==> config.mk <==
export PLATFORM = sky130hd
export DESIGN_NAME = wdt_controller
export DESIGN_NICKNAME = d
export VERILOG_FILES = /design/src/rtl/wdt_controller.sv
export SDC_FILE = /design/constraint.sdc
export NUM_CORES = 1
export LEC_CHECK = 0
export CAP_MARGIN = 20
export CORE_ASPECT_RATIO = 0.5
export CORE_MARGIN = 2
export CORE_UTILIZATION = 47
export CTS_CLUSTER_SIZE = 12
export DETAILED_ROUTE_END_ITERATION = 6
export PLACE_DENSITY = 0.8
export SLEW_MARGIN = 20
export SYNTH_ARGS = -nofsm -noshare
export SYNTH_HDL_FRONTEND = slang
export SYNTH_SLANG_ARGS = --single-unit
==> constraint.sdc <==
create_clock -name clk -period 7.95 [get_ports clk]
set_clock_uncertainty 0.1 [all_clocks]
set_input_delay 1.59 -clock clk [delete_from_list [all_inputs] [get_ports clk]]
set_output_delay 1.59 -clock clk [all_outputs]
set_load 0.005 [all_outputs]
==> src/rtl/wdt_controller.sv <==
// Bus-programmable watchdog: keyed-kick down-counter that emits a one-cycle fault pulse
// with a cause code and the LOAD value in force when it expires or sees a bad key.
module wdt_controller #(
  parameter int unsigned PRESCALE = 1,
  parameter logic [7:0]  CAUSE    = 8'h10,
  parameter int unsigned XLEN          = 32,
  parameter int unsigned BUS_WIDTH     = 32,
  parameter int unsigned BUS_ACC_WIDTH = 2,
  parameter logic [BUS_ACC_WIDTH-1:0] BUS_ACC_2B = BUS_ACC_WIDTH'(1),
  parameter logic [BUS_ACC_WIDTH-1:0] BUS_ACC_4B = BUS_ACC_WIDTH'(2)
) (
  input  logic                     clk,
  input  logic                     rst,
  input  logic [3:0]               addr,
  input  logic                     w_rb,
  input  logic [BUS_ACC_WIDTH-1:0] acc,
  output logic [BUS_WIDTH-1:0]     rdata,
  input  logic [BUS_WIDTH-1:0]     wdata,
  input  logic                     req,
  output logic                     resp,
  output logic                     fault,
  output logic                     wdt_fault,
  output logic [7:0]               wdt_fault_cause,
  output logic [XLEN-1:0]          wdt_fault_addr
);

  localparam logic [1:0] StIdle    = 2'd0;
  localparam logic [1:0] StRun     = 2'd1;
  localparam logic [1:0] StExpired = 2'd2;

  localparam int unsigned PscW = (PRESCALE > 1) ? $clog2(PRESCALE) : 1;
  localparam logic [PscW-1:0] PscMax = PscW'(PRESCALE - 1);

  localparam logic [15:0] KickKey = 16'h5A5A;

  logic [1:0]           state_q, state_d;
  logic                 lock_q, lock_d;
  logic [XLEN-1:0]      load_q, load_d;
  logic [XLEN-1:0]      count_q, count_d;
  logic [PscW-1:0]      psc_q, psc_d;
  logic [BUS_WIDTH-1:0] rdata_q, rdata_d;
  logic                 resp_q;
  logic                 wdt_fault_q;
  logic [XLEN-1:0]      fault_addr_q;

  logic is_ctrl, is_kick, is_load, is_count;
  logic size_ok, invld, acc_ok, wr, rd;
  logic ctrl_wr, kick_wr, good_key, tick, expire;

  // Address decode and access checking
  always_comb begin
    is_ctrl  = (addr == 4'd0);
    is_kick  = (addr == 4'd2);
    is_load  = (addr == 4'd4);
    is_count = (addr == 4'd8);
    size_ok  = ((is_ctrl | is_kick) & (acc == BUS_ACC_2B)) |
               ((is_load | is_count) & (acc == BUS_ACC_4B));
    invld    = ~size_ok |
               (is_kick & ~w_rb) |
               (is_count & w_rb) |
               ((is_ctrl | is_load) & w_rb & lock_q);
    acc_ok   = req & ~invld;
    wr       = acc_ok & w_rb;
    rd       = acc_ok & ~w_rb;
  end

  assign fault = req & invld;

  always_comb begin
    rdata_d = '0;
    if (is_ctrl) begin
      rdata_d = BUS_WIDTH'({lock_q, state_q != StIdle});
    end else if (is_load) begin
      rdata_d = BUS_WIDTH'(load_q);
    end else if (is_count) begin
      rdata_d = BUS_WIDTH'(count_q);
    end
  end

  // Next state: accepted writes take priority over the tick, so a good kick on the
  // expiring tick reloads instead of expiring.
  always_comb begin
    state_d  = state_q;
    lock_d   = lock_q;
    load_d   = load_q;
    count_d  = count_q;
    psc_d    = psc_q;
    expire   = 1'b0;
    ctrl_wr  = wr & is_ctrl & (state_q != StExpired);
    kick_wr  = wr & is_kick & (state_q == StRun);
    good_key = (wdata[15:0] == KickKey);
    tick     = (state_q == StRun) && (psc_q == PscMax);

    if (wr & is_load) load_d = XLEN'(wdata);
    if (ctrl_wr) lock_d = lock_q | wdata[1];
    if (state_q == StRun) psc_d = tick ? '0 : psc_q + 1'b1;

    if (ctrl_wr && wdata[0] && (state_q == StIdle)) begin
      state_d = StRun;
      count_d = load_q;
      psc_d   = '0;
    end else if (ctrl_wr && !wdata[0] && (state_q == StRun)) begin
      state_d = StIdle;
    end else if (kick_wr && good_key) begin
      count_d = load_q;
      psc_d   = '0;
    end else if (kick_wr || (tick && (count_q == '0))) begin
      state_d = StExpired;
      count_d = '0;
      expire  = 1'b1;
    end else if (tick) begin
      count_d = count_q - 1'b1;
    end
  end

  always_ff @(posedge clk) begin
    if (rst) begin
      state_q      <= StIdle;
      lock_q       <= 1'b0;
      load_q       <= '1;
      count_q      <= '0;
      psc_q        <= '0;
      rdata_q      <= '0;
      resp_q       <= 1'b0;
      wdt_fault_q  <= 1'b0;
      fault_addr_q <= '0;
    end else begin
      state_q     <= state_d;
      lock_q      <= lock_d;
      load_q      <= load_d;
      count_q     <= count_d;
      psc_q       <= psc_d;
      resp_q      <= acc_ok;
      wdt_fault_q <= expire;
      if (rd) rdata_q <= rdata_d;
      if (expire) fault_addr_q <= load_q;
    end
  end

  assign rdata           = rdata_q;
  assign resp            = resp_q;
  assign wdt_fault       = wdt_fault_q;
  assign wdt_fault_cause = CAUSE;
  assign wdt_fault_addr  = fault_addr_q;

endmodule

==> impl_results.md, run 1 <==
* Final Hold Vio Count at 0
* Post-route DRC violation count at 0
* Worst vdd ir at 0.125 mV
* FILL cells at ~1,100
* DR vias at between 6,000 and 7,000
* Initial Util at around 49%
* Net count, final at 857
* CTS root buf: clkbuf_16
* Layout cells sized above 1 at 11.2%
* Die W at 169 microns
* Comb power frac at under 10%
* Cts hold-fix bufs at 0
* Relative slew slack at 29.9%
* DIE AREA at between 0.01 and 0.015 sq mm
* WS Path Type: in -> out
* FP Rows at 29
* Commonest non-fill, non-tap cells in the layout: dfxtp_1, clkdlybuf4s50_1, nand2_1
* Drt wl/cell at 17.6 microns
* Ys flop type: dfxtp_1
* Leakage at 2.59 nW
* Clock Power Share at a little over half
* Synth-to-Final Area Change at 26.7%
* Worst Path Arrival at 3.93 ns
* EDFF count, synth at 0
* Placer Congestion at 0.854
* Synth cell types at between 60 and 70
* Mapped Area at 0.00636 sq mm
* Crit Path Max Fanout at 11
* Max-slew violations at 0
* Req. time, crit path at 6.26 ns
* Int Pwr at 1.20 mW
* FMAX at 178 MHz
* Crit share post-route at 70.7%
* P_sw at 354 uW
* Status: complete, no violations
* Setup repair bufs after CTS at 0
* RSZ-0062 raised after global routing: no
* Switching Fraction at 22.8%
* Total gr overflow at 0
* Setup-failing EPs final at 0
* Clock transition at the registers of the reported paths at 0.06 ns
* Die height at 86.3 microns
* Placed cell areas at 0.00745 sq mm
* Htree depth at 4
* Worst skew pair latency at about 0.42 ns
* Total chip power at between 1.5 and 2 mW
* Power density over the cells at 193 mW/mm^2
* Avg Inst Size Synth at around 8.6 sq um
* Max Cap Viol at 0
* CTS resizes at 0
* Total global-route track usage at 24.1%
* Post-route cell area at 0.00806 sq mm
* Total iterations of the first detailed-routing run at 5
* Slew @ Worst Pin at 1.05 ns
* Synthesized flop and latch total at between 100 and 150
* HP Class: reg -> reg
* CTS Sinks at ~130
* Setup TNS Final at 0 ns
* Sequential fraction of the synthesis area at 42.2%
* CP endpoint kind: output port
* Maximum clock insertion buffer count at 2
* DP Wirelength at roughly 11,000 microns
* DRT iter0 DRCs at 606
* Port bufs at 108
* Fin util at ~62%
* Initial antenna violation count at 0
* Flop pwr share at approximately 43%
* Asr flop ratio synth at 0%
* Final wirelength at 17,500 microns
* Global-route wire length before repair at 28,100 microns
* Vias per cell at 6.05
* Core footprint at 0.0130 sq mm
* Routed Antenna Nets at 0
* Pin count of the biggest net entering global routing at 92
* CTS Buf Count at 17
* Most common cell after layout, fill and taps aside: dfxtp_1
* Yosys warning total at 0
* Io pins at 117
* Vias in the first global route at 5,642
* Critical Path Start Type: input port
* Antenna cells at 0
* CTS tree: built
* Post-Syn Instances at between 700 and 800
* Minimum clock period at around 5.6 ns
==> path summary, 6_finish.rpt <==
kind	startpoint	endpoint	slack [ns]	cells past startpoint
worst min-delay path	wdt_fault_addr[21]	wdt_fault_addr[21]	0.35	2
worst min register to register	wdt_fault_addr[21]	wdt_fault_addr[21]	0.35	2
worst max-delay path	addr[0]	fault	2.33	6
worst max register to register	count_q[0]	wdt_fault_addr[10]	4.10	10
==> metal layers <==
layer | GRT usage [%] | wire length (microns)
met1 | 32.4 | 8040
met3 | 5.02 | 1350
met5 | 0 | 0
met2 | 39.1 | 7820
met4 | 8.62 | 289
==> cells by family after synthesis <==
kind of cell    share of synthesized area, %
other cells                            0.118
flops                                   42.2
buf+inv                                 5.74
compound gates                          25.8
simple gates                            24.8
mux                                    0.157
fa+ha+maj                              0.197
xor+xnor                               0.964
==> registers in the layout (all words and copies together), names as in the netlist <==
register        cells
count_q            32
resp                1
load_q             32
psc_q               1
state_q             2
wdt_fault           1
lock_q              1
wdt_fault_addr     32
rdata              32
==> synthesized netlist by cell type, drive strengths merged (5+ instances only) <==
cell	number	share of area, %
a211o	33	4.5
a211oi	45	5.3
a21oi	45	5.2
a221oi	18	2.5
a22oi	33	3.9
and3	5	0.49
buf	32	3.1
clkbuf	36	2.1
dfxtp	134	42
inv	8	0.47
nand2	94	5.5
nand3	7	0.55
nor2	68	4.1
nor2b	37	3.6
nor3	27	2.3
nor3b	5	0.67
nor4	11	1.2
nor4b	10	1.7
o21ai	16	1.3
or2	5	0.49
or4	10	1.2
xor2	5	0.69
==> power groups by stage <==
stage	sequential [mW]	combinational [mW]	clock, mW
after floorplan	0.691	0.0364	0
after global placement	0.691	0.0698	0
after detailed placement	0.691	0.0703	0
after CTS	0.676	0.0709	0.816
after global routing	0.676	0.0767	0.847
final	0.676	0.0716	0.810
==> worst max-delay path, stage by stage <==
cell	delay (ns)
clkdlybuf4s50_1	0.63
or4b_2	0.78
nor2_1	0.12
a21oi_1	0.07
a21boi_0	0.21
clkdlybuf4s50_1	0.54
==> area by class of cell <==
type                       count  area, sq um  share of cell area (%)
inverter                       8         30.0                   0.373
tap                          170          213                    2.64
clock buffer                  17          425                    5.28
sequential                   134         2680                    33.3
clock inverter                15          176                    2.19
timing repair buffer         118         1150                    14.3
multi-input combinational    535         3380                    41.9
==> per-stage QoR <==
stage	hold slack (ns)	std cells	worst slack (ns)
after floorplan	0.348	745	3.44
after global placement	0.341	965	2.43
after detailed placement	0.348	965	2.35
after CTS	0.354	997	2.33
final	0.350	997	2.33
after global routing	0.367	997	2.26
Power figures use the tool's default switching activity.
==> inputs of run 2 (changes only) <==
--- a/config.mk
+++ b/config.mk
@@ -11,7 +11,7 @@
 export CORE_UTILIZATION = 47
 export CTS_CLUSTER_SIZE = 12
 export DETAILED_ROUTE_END_ITERATION = 6
-export PLACE_DENSITY = 0.8
+export PLACE_DENSITY = 0.83
 export SLEW_MARGIN = 20
 export SYNTH_ARGS = -nofsm -noshare
 export SYNTH_HDL_FRONTEND = slang
==> constraint.sdc (replaced) <==
create_clock -name clk -period 5 [get_ports clk]
set_clock_uncertainty 0.1 [all_clocks]
set_input_delay 1 -clock clk [delete_from_list [all_inputs] [get_ports clk]]
set_output_delay 1 -clock clk [all_outputs]
set_load 0.005 [all_outputs]
==> run 2 against run 1 <==
Effect of this change: power grew 57%; setup slack worse by 1.7 ns; critical path depth unchanged; global-route usage grew 0.21 points; largest cell class unchanged; clock power rose by 54%; core utilization rose by 0.44 points; sequential cell count unchanged; sequential share of layout area shrank 0.24 points; wire length grew 0.61%; largest power group unchanged; clock-buffer cell count rose by 1; first-iteration DRC count grew 1.5%; critical endpoint unchanged; non-clock buffer count grew 7.
==> impl_results.md, run 2 (same netlist as run 1, synthesis figures left out) <==
* Status: complete, no violations
* Worst skew pair latency at 0.41 ns
* Worst vdd ir at slightly below 0.2 mV
* Maximum clock insertion buffer count at 2
* Antenna cells at 0
* Placer Congestion at 0.888
* Leakage at 2.63 nW
* DP Wirelength at between 10,000 and 15,000 microns
* Max-slew violations at 0
* Worst Path Arrival at 3.32 ns
* Setup repair bufs after CTS at 0
* Relative slew slack at 27.9%
* Multi-input combinational cell area at 0.00337 sq mm
* Critical Path Start Type: input port
* Max Cap Viol at 0
* Total global-route track usage at 24.3%
* Drt wl/cell at 17.5 microns
* Post-route DRC violation count at 0
* Total chip power at 2.44 mW
* Clock transition at the registers of the reported paths at 0.06 ns
* Die height at 86.3 microns
* Setup-failing EPs final at 0
* Pin count of the biggest net entering global routing at 87
* Net count, final at 864
* Initial antenna violation count at 0
* Power density over the cells at about 300 mW/mm^2
* Layout cells sized above 1 at 11.9%
* Final wirelength at 17,600 microns
* Global-route wire length before repair at 28,300 microns
* Total iterations of the first detailed-routing run at 5
* Commonest non-fill, non-tap cells in the layout: dfxtp_1, clkdlybuf4s50_1, nand2_1
* Crit Path Max Fanout at 11
* CTS Buf Count at 17
* WS Path Type: in -> out
* HP Class: reg -> reg
* CTS root buf: clkbuf_16
* Synth-to-Final Area Change at 27.6%
* DIE AREA at roughly 0.015 sq mm
* Crit share post-route at about nine tenths
* Port bufs at roughly 110
* Setup TNS Final at 0 ns
* Minimum clock period at 4.42 ns
* Initial Util at slightly below 50%
* Routed Antenna Nets at 0
* FILL cells at 1,091
* Cts hold-fix bufs at 0
* Req. time, crit path at 3.90 ns
* FP Rows at 29
* Most common cell after layout, fill and taps aside: dfxtp_1
* Slew @ Worst Pin at 1.08 ns
* FF/Latch Area at 0.00268 sq mm
* DRT iter0 DRCs at 615
* CTS resizes at 0
* Io pins at ~120
* Vias in the first global route at 5,563
* Htree depth at 4
* CTS Sinks at 134
* Final Hold Vio Count at 0
* DR vias at 6,065
* Die W at 169 microns
* CTS tree: built
* Total gr overflow at 0
* Vias per cell at a little over 6
* Core footprint at between 0.01 and 0.015 sq mm
* CP endpoint kind: output port
* RSZ-0062 raised after global routing: no
* FMAX at 226 MHz
-- run 2: changes by cell type in the layout (fill, tap and decap cells not counted), moves of 2 or more --
cell        delta
buf_12         +2
buf_4          +5
clkinv_2       -2
clkinvlp_4     +2
-- run 2: final timing paths --
| path | startpoint | endpoint | slack, ns | cells after the start |
|---|---|---|---|---|
| worst max register to register | count_q[0] | wdt_fault_addr[13] | 1.20 | 10 |
| worst min register to register | wdt_fault_addr[19] | wdt_fault_addr[19] | 0.36 | 2 |
| worst max-delay path | addr[0] | fault | 0.58 | 6 |
| worst min-delay path | wdt_fault_addr[19] | wdt_fault_addr[19] | 0.36 | 2 |
-- run 2: per-stage QoR --
stage | utilization (%) | cell area, sq um | hold WS, ns | worst slack [ns] | cells
6_report | 62.7 | 8120 | 0.356 | 0.580 | 1004
5_1_grt | 62.7 | 8120 | 0.367 | 0.480 | 1004
4_1_cts | 62.7 | 8120 | 0.358 | 0.596 | 1004
3_5_place_dp | 58.1 | 7530 | 0.345 | 0.596 | 972
3_3_place_gp | 58.1 | 7530 | 0.341 | 0.660 | 972
2_1_floorplan | - | 6380 | 0.348 | 1.64 | 745
-- run 2: final cells by class --
cell class                 count  area share, %
multi-input combinational    535           41.5
tap                          170           2.62
sequential                   134           33.0
clock inverter                14           1.86
inverter                       8          0.370
timing repair buffer         125           15.2
clock buffer                  18           5.41
-- run 2: worst max-delay path, cell delays in order --
cell	delay (ns)
clkdlybuf4s50_1	0.63
or4b_2	0.77
nor2_1	0.11
a21oi_1	0.06
a21boi_0	0.21
clkdlybuf4s50_1	0.53
-- run 2: where the power goes --
part | internal, mW | switching (mW)
Sequential | 1.07 | 0.00268
Clock | 0.751 | 0.497
Combinational | 0.0543 | 0.0607
-- run 2: metal layers --
metal | global-route usage, % | wire (microns) | up-vias
met5 | 0 | 0 | -
met4 | 9.40 | 351 | 0
met3 | 5.98 | 1390 | 42
met2 | 38.2 | 7860 | 272
met1 | 32.8 | 8000 | 2887
li1 | - | - | 2864
==> inputs of run 3 (changes only) <==
--- a/config.mk
+++ b/config.mk
@@ -5,13 +5,14 @@
 export SDC_FILE = /design/constraint.sdc
 export NUM_CORES = 1
 export LEC_CHECK = 0
+export ABC_AREA = 1
 export CAP_MARGIN = 20
 export CORE_ASPECT_RATIO = 0.5
 export CORE_MARGIN = 2
 export CORE_UTILIZATION = 47
 export CTS_CLUSTER_SIZE = 12
 export DETAILED_ROUTE_END_ITERATION = 6
-export PLACE_DENSITY = 0.83
+export PLACE_DENSITY = 0.82
 export SLEW_MARGIN = 20
 export SYNTH_ARGS = -nofsm -noshare
 export SYNTH_HDL_FRONTEND = slang
==> run 3 against run 2 <==
Effect of this change: critical path depth up 2; via count up 16%; design area up 4.6%; critical path type unchanged.
==> impl_results.md, run 3 <==
* Worst hold stages at 2
* Depth of the worst register-to-register path at 13
* Most frequent cell after synthesis: nand2_1
* P_sw at 665 uW
* Reg-to-reg endpoint: wdt_fault_addr[26]
* FF/Latch Area at between 0.002 and 0.003 sq mm
* Yosys warning total at 0
* Relative slew slack at 23.8%
* EDFF count, synth at 0
* Buffer and inverter count on the worst path at 3
* DRT iter0 DRCs at 722
* Net count, final at 1,152
* Setup-failing EPs final at 0
* DP Wirelength at 13,700 microns
* Placed cell areas at about 0.0078 sq mm
* HP Class: reg -> reg
* Asr flop ratio synth at 0%
* Cts hold-fix bufs at 0
* Critical path origin: w_rb
* CTS resizes at 0
* Synthesized flop and latch total at 134
* Clock Power Share at 52.2%
* CTS tree: built
* Max-slew violations at 0
* Switching Fraction at 24.7%
* Critical Path Slowest Stage Cell: clkdlybuf4s50_1
* Post-route cell area at 0.00849 sq mm
* Global Route met1 Usage at 34.2%
* Initial antenna violation count at 0
* Int Pwr at ~2 mW
* Comb power frac at 7.7%
* Worst setup path end: fault
* Synth area leaders: dfxtp_1, nand2_1, nor2_1
* CP cell instances: clkdlybuf4s50_1 > inv_2 > nor3_1 > nand2_1 > nand3_1 > nor2_2 > nor2_1 > clkdlybuf4s50_1
* Worst vdd ir at 0.230 mV
* GRT busiest layer: met2
* Antenna cells at 0
* CP endpoint kind: output port
* Worst Path Arrival at 2.72 ns
* Global-route wire length before repair at approximately 32,000 microns
* Port bufs at 108
* Critical Path Start Type: input port
* Req. time, crit path at 3.90 ns
* Die W at 173 microns
* Htree depth at 4
* Maximum clock insertion buffer count at 2
* Slew @ Worst Pin at 1.14 ns
* Initial Util at between 40% and 50%
* Multi-input combinational cell area at roughly 0.0033 sq mm
* CTS Buf Count at 17
* Mapped Area at approximately 0.0067 sq mm
* Status: complete, no violations
* Pin count of the biggest net entering global routing at 75
* Worst reg-to-reg setup slack at 1.26 ns
* Die height at between 80 and 90 microns
* CTS root buf: clkbuf_16
* Flop pwr share at 40.1%
* Setup TNS Final at 0 ns
* Max Cap Viol at 0
* Clock transition at the registers of the reported paths at roughly 0.06 ns
* FP Rows at 30
* Most common cell on crit path: clkdlybuf4s50_1
* Yosys top cell area share at 40.1%
* Leakage at 3.85 nW
* CP peak stage delay at 0.61 ns
* Ys flop type: dfxtp_1
* Worst skew pair latency at 0.43 ns
* DR vias at 7,011
* FILL cells at 1,240
* Hold Slack at 0.344 ns
* Synth-to-Final Area Change at 27.0%
* CTS Sinks at 134
* Minimum clock period at 3.82 ns
* Most common cell after layout, fill and taps aside: nand2_1
* Dominant cell type by area after synthesis: dfxtp_1
* GR Layer Usage met2 at 45.1%
* Final wirelength at 20,200 microns
* Vias per cell at approximately 5.3
* Routed Antenna Nets at 0
* Io pins at ~120
* Total global-route track usage at between 20% and 30%
* GRT met3 Usage at 4.94%
* Kind of cell adding the most delay to the critical path: buffers and inverters
* Reg2reg start: count_q[0]
* Top cells by count, synth: nand2_1, nor2_1, dfxtp_1
* Crit Path Max Fanout at 4
* Final Hold Vio Count at 0
* Post-Syn Instances at around 1,000
* Setup repair bufs after CTS at 0
* Commonest non-fill, non-tap cells in the layout: nand2_1, nor2_1, dfxtp_1
* RSZ-0062 raised after global routing: no
* Power density over the cells at 317 mW/mm^2
* FMAX at 262 MHz
* Vias in the first global route at between 6,000 and 7,000
* Placer Congestion at a little under 1
* Synth cell types at 30
* Crit share post-route at approximately three quarters
* Sequential fraction of the synthesis area at between 40% and 50%
* Total gr overflow at 0
* CP Depth at 8
* Core footprint at between 0.01 and 0.015 sq mm
* Avg Inst Size Synth at 6.52 sq um
* Layout cells sized above 1 at 5.44%
* Drt wl/cell at 15.4 microns
* Post-route DRC violation count at 0
* Total iterations of the first detailed-routing run at 6
* DIE AREA at 0.0152 sq mm
* WS Path Type: in -> out
run 3: worst reg2reg max path, stage by stage, from the launching register on:
cell and delay [ns]:
dfxtp_1 0.31, inv_1 0.11, ha_1 0.20, nand3_1 0.21, nor2_1 0.42, nand4_1 0.61, nand2_1 0.23, buf_4 0.24
nand2_1 0.15, nor2_4 0.12, buf_4 0.33, inv_2 0.34, nor2_1 0.20, nor2_1 0.07
run 3: layer usage:
metal | vias to the layer above | routed length [microns]
li1 | 3440 | -
met1 | 3248 | 9050
met2 | 284 | 9210
met3 | 39 | 1370
met4 | 0 | 554
met5 | - | 0
run 3: worst min-delay path by stage:
stage	from	to	slack, ns
final	rdata[5]	rdata[5]	0.34
after floorplan	rdata[2]	rdata[2]	0.34
after detailed placement	rdata[5]	rdata[5]	0.34
after global routing	rdata[7]	rdata[7]	0.37
after global placement	rdata[2]	rdata[2]	0.33
after CTS	rdata[5]	rdata[5]	0.35
run 3: cell type report:
class | count | share of cell area (%)
Multi-Input combinational cell | 724 | 39.1
Clock inverter | 14 | 2.51
Clock buffer | 18 | 5.17
Tap cell | 192 | 2.83
Inverter | 112 | 4.95
Sequential cell | 134 | 31.6
Timing Repair Buffer | 120 | 13.9
run 3: metrics by stage:
stage / worst slack, ns / util (%) / instances / power (mW)
detailed placement: 0.837 / 57.2 / 1282 / 1.31
floorplan: 2.32 / - / 1031 / 1.23
global route: 0.851 / 62.0 / 1314 / 2.77
global placement: 0.916 / 57.2 / 1282 / 1.30
finish: 1.18 / 62.0 / 1314 / 2.69
CTS: 1.20 / 61.9 / 1314 / 2.70
run 3: cell families (layout without fill, tap and decap cells):
logic type,after synthesis,after routing,share of synthesized area [%]
xor gates and xnor gates,16,16,2.10
buffers and inverters,173,264,10.8
DFF,134,134,40.1
AOI/OAI and AO/OA,203,203,15.8
adders and majority gates,1,1,0.187
other,2,8,0.112
and+or+nand+nor,496,496,30.9
run 3: power by group through the flow:
stage / Combinational, mW / Clock, mW / Sequential, mW
4_1_cts: 0.203 / 1.41 / 1.08
5_1_grt: 0.229 / 1.46 / 1.08
6_report: 0.207 / 1.41 / 1.08
2_1_floorplan: 0.126 / 0 / 1.10
3_3_place_gp: 0.200 / 0 / 1.10
3_5_place_dp: 0.201 / 0 / 1.10
